### src/rtl/ext.sv
// Immediate extender: 16-bit immediate to 32 bits (zero/sign), with a registered copy and valid/sign flags.
// Optional LUI placement (upper-half) is enabled by defining EXT_LUI_EN.
module ext (
  input  logic        clk,
  input  logic        reset,
  input  logic        EXTOp,
  input  logic [15:0] Imm16,
`ifdef EXT_LUI_EN
  input  logic        Lui,
`endif
  input  logic        en,
  output logic [31:0] ExtImm,
  output logic [31:0] ExtImm_q,
  output logic        valid_q,
  output logic        neg_q
);

  logic [31:0] ext_s;
  logic [31:0] ext_q_r;
  logic        valid_r;
  logic        neg_r;

  function automatic logic [31:0] extend16(input logic sign_ext, input logic [15:0] imm);
    logic [31:0] res;
    if (sign_ext) begin
      res = {{16{imm[15]}}, imm};
    end else begin
      res = {16'h0000, imm};
    end
    return res;
  endfunction

  // Combinational extension; LUI placement takes priority over EXTOp when built in
  always_comb begin
    ext_s = 32'h0000_0000;
`ifdef EXT_LUI_EN
    if (Lui) begin
      ext_s = {Imm16, 16'h0000};
    end else begin
      ext_s = extend16(EXTOp, Imm16);
    end
`else
    ext_s = extend16(EXTOp, Imm16);
`endif
  end

  assign ExtImm = ext_s;

  // Pipeline copy: reset beats enable; valid sticks until the next reset
  always_ff @(posedge clk) begin
    if (!reset) begin
      ext_q_r <= 32'h0000_0000;
      valid_r <= 1'b0;
      neg_r   <= 1'b0;
    end else if (en) begin
      ext_q_r <= ext_s;
      valid_r <= 1'b1;
      neg_r   <= ext_s[31];
    end else begin
      ext_q_r <= ext_q_r;
      valid_r <= valid_r;
      neg_r   <= neg_r;
    end
  end

  assign ExtImm_q = ext_q_r;
  assign valid_q  = valid_r;
  assign neg_q    = neg_r;

endmodule

### config.mk
export PLATFORM = sky130hd
export DESIGN_NAME = ext
export DESIGN_NICKNAME = d
export VERILOG_FILES = /design/src/rtl/ext.sv
export SDC_FILE = /design/constraint.sdc
export NUM_CORES = 1
export LEC_CHECK = 0
export CORE_ASPECT_RATIO = 0.6
export CORE_MARGIN = 2
export CORE_UTILIZATION = 33
export CTS_BUF_LIST = sky130_fd_sc_hd__clkbuf_2 sky130_fd_sc_hd__clkbuf_4 sky130_fd_sc_hd__clkbuf_8
export DETAILED_ROUTE_END_ITERATION = 12
export PLACE_DENSITY = 0.83
export SYNTH_ARGS = -nofsm -noshare
export SYNTH_HDL_FRONTEND = slang
export SYNTH_SLANG_ARGS = --single-unit
### constraint.sdc
create_clock -name clk -period 1 [get_ports clk]
set_input_delay 0.2 -clock clk [delete_from_list [all_inputs] [get_ports clk]]
set_output_delay 0.2 -clock clk [all_outputs]
set_load 0.02 [all_outputs]
# [Yosys cells after proc, flatten, opt, wreduce, memory -nomap -nowiden]
# Cells that the tools add are included.
[word_totals] register_bits=34 input_bits=20
[classes] n_mux=1
[op_table] operator="$mux W32" count=1

# [Depth between registers and ports, before layout]
[logic_depth] ltp_word=1 depth_mapped=4 depth_no_buf=2

# [Worst setup path after synthesis]
# Ideal clock, no wire load.
[synth_path] path_kind="register to output" start="register, netlist name ExtImm_q[30]" end="output ExtImm_q[16]" arrival_ps=916 required_time_ps=800 slack_ps=-116 path_stages_with_launch=2 cell_sequence="dfxtp_1 buf_4"
[synth_lines] item="end, declared" line_no="13" text="output logic [31:0] ExtImm_q,"

==> metrics.md <==
| Metric | Value |
|---|---|
| Clock Latency Late Sink | around 0.24 ns |
| Worst setup startpoint | ExtImm_q[30] |
| Post-synth top area share | 34.6% |
| Worst setup path endpoint | ExtImm_q[27] |
| Post-DR wirelength/cell | approximately 13 um |
| Clk sinks | 18 |
| Total gr overflow | 0 |
| RSZ-0062 raised after global routing | true |
| I/O Buffers | 85 |
| Synth area leader | dfxtp_1 |
| CTS max path bufs | 2 |
| Row Count | 15 |
| Required time of the worst setup path | around 0.80 ns |
| CTS root buffer | clkbuf_8 |
| Max-Cap Viols | 0 |
| Sw Share | between 20 and 30% |
| Pins Over Slew Limit | 0 |
| Status | finished with violations |
| Failing checks | negative setup slack |
| Crit-path cells | buf_6 > buf_6 |
| Largest net degree at the start of global routing | 12 |
| DRT iter0 DRCs | 11 |
| Area growth syn-to-layout | 56.5% |
| Drt pass-1 iters | 3 |
| GRT Total Usage | 13.2% |
| First-pass GRT wire length | approximately 3700 um |
| Ant. Diodes | 0 |
| Most frequent cells in the layout | buf_6, buf_2, dfxtp_1 |
| Synth Cell Area | approximately 1000 um^2 |
| Die Y | ~48 um |
| Synthesized instance count | around 110 |
| Peak VDD IR | 0.793 mV |
| Most common cell after layout, fill and taps aside | buf_6 |
| DR vias/cell | between 4 and 5 |
| CTS Buf Count | 3 |
| Worst path max stage delay | 0.39 ns |
| Via Count | approximately 800 |
| Setup ws final | -0.0840 ns |
| Final min period | 1.08 ns |
| Residual DRC | 0 |
| Die ar. | roughly 3600 um^2 |
| Nets | roughly 180 |
| Sw Pwr | around 580 uW |
| CTS tree | built |
| Max FO, Critical Path | 7 |
| HPWL Detailed | 1840 um |
| Design Area, Final | 1630 um^2 |
| Io pins | 86 |
| FF+latch count, synth | 18 |
| Sequential Power Share | roughly 40% |
| Overall Power | about 2 mW |
| WP depth | 2 |
| Die Width | ~77 um |
| Worst R2R Setup Slack | 0.15 ns |
| Layout cell share with drive strength beyond 1 | 54.8% |
| Pre-CTS setup slack | -0.846 ns |
| Measured slew at the worst slew-check pin | about 0.14 ns |
| Max Fclk | a little over 900 MHz |
| Critical Path Start Type | flip-flop |
| Area after DPL | 1600 um^2 |
| Slew Limit Headroom | around nine tenths |
| Vias in the first global route | 750 |
| CTS H-Tree Depth | 1 |
| Clk slew on worst S/H paths | approximately 0.060 ns |
| Register area share after synthesis | roughly 35% |
| Count of cell types in the netlist | 12 |
| DRT antenna net count | 0 |
| Synth area leaders | dfxtp_1, buf_4, mux2i_1 |
| Core footprint | ~2900 um^2 |
| Power share of the combinational group | between 30% and 40% |
| Worst path slowest cell | dfxtp_4 |
| Starting density of the core | between 30 and 40% |
| Cell-internal power | between 1 and 1.5 mW |
| Clk network pwr share | between 20% and 30% |
| Hold Fails Final Rpt | 0 |
| Fin crit share | 108% |
| Worst r2r path cells | 4 |
| Yosys Warn Count | 0 |
| Setup-failing EPs final | 17 |
| Crit path kind | reg2out |
| Buf/Inv on CP | 2 |
| WL final | 2480 um |
| Mapped Nets | around 130 |
| Antenna violations before repair | 0 |
| CP delay by family, top | flip-flops |
| PwrDens | ~1200 nW/um^2 |
| Reg-to-Reg Start | ExtImm_q[30] |
| Lkg Pwr | approximately 0.86 nW |
| Hold Crit Class | in2reg |
| Mapped Avg Cell Area | around 9.9 um^2 |
| Critical path capture point type | primary output |
| CP arrival | a little under 0.9 ns |
| GP Congestion | 0.607 |
| Clock Skew | 0 ns |
| Crit-path most repeated cell | buf_6 |
| Reg-to-Reg End | ExtImm_q[30] |
| Worst hold margin | roughly 0.22 ns |
## power by group through the flow
stage	Clock (mW)	Combinational, mW	Sequential, mW
after CTS	0.610	0.631	0.781
after floorplan	0	0.354	0.853
after detailed placement	0	0.651	0.803
after global routing	0.644	0.668	0.785
final	0.580	0.630	0.781
after global placement	0	0.643	0.799
## area by class of cell
type | instances | area (um^2)
Sequential cell | 18 | 364
Clock buffer | 4 | 55.1
Timing Repair Buffer | 95 | 855
Multi-Input combinational cell | 38 | 303
Tap cell | 42 | 52.6
Fill cell | 288 | 1300
## how the worst min path moves through the flow
| stage | from | cells past startpoint | slack (ns) | endpoint |
|---|---|---|---|---|
| 2_1_floorplan | reset | 1 | 0.33 | ExtImm_q[0] |
| 3_3_place_gp | valid_q | 1 | 0.44 | valid_q |
| 3_5_place_dp | valid_q | 1 | 0.46 | valid_q |
| 4_1_cts | EXTOp | 3 | 0.33 | ExtImm_q[30] |
| 5_1_grt | EXTOp | 3 | 0.24 | ExtImm_q[30] |
| 6_report | EXTOp | 3 | 0.22 | ExtImm_q[30] |
## what timing repair did
item / CTS / global route
pin swaps: 1 / 1
cloned: 3 / 0
hold buffers: 0 / 0
resized for setup: 364 / 6
endpoints found under the setup margin: 82 / 27
buffers inserted: 3 / 1
## worst reg2reg max path, cell delays in order (launching register included)
cell	delay, ns
dfxtp_4	0.37
buf_6	0.13
buf_4	0.12
nand3b_1	0.06
nand2_1	0.06
## cells by family after synthesis
family / count (synthesis) / share of synthesized area [%]
compound gates: 1 / 0.721
buf+inv: 50 / 37.4
flops: 18 / 34.6
mux: 16 / 15.4
simple gates: 20 / 11.9
## per-stage QoR
| stage | TNS, ns | cells | utilization [%] |
|---|---|---|---|
| final | -1.13 | 197 | 55.6 |
| after global routing | -1.71 | 197 | 55.6 |
| after CTS | -1.32 | 196 | 55.0 |
| after detailed placement | -34.03 | 186 | 54.7 |
| after global placement | -32.15 | 186 | 54.7 |
| after floorplan | 0 | 105 | - |
## registers in the layout, summed over array words and instances, names as in the netlist
| register | flops |
|---|---|
| valid_q | 1 |
| ExtImm_q | 17 |
## layer usage
| layer | vias up | global-route usage (%) | wire [um] |
|---|---|---|---|
| met4 | 0 | 1.09 | 0 |
| met5 | - | 0 | 0 |
| met3 | 0 | 6.79 | 238 |
| met2 | 42 | 26.0 | 1270 |
| met1 | 367 | 13.8 | 970 |
| li1 | 393 | - | - |
## synth_stat cells
cell,count
buf_12,1
nand2_1,1
clkbuf_2,1
nand3b_1,1
nor2b_1,16
o21a_1,1
buf_4,47
buf_6,1
nand4_1,1
dfxtp_1,18
and2_1,1
mux2i_1,16
(Power assumes the default switching activity.)
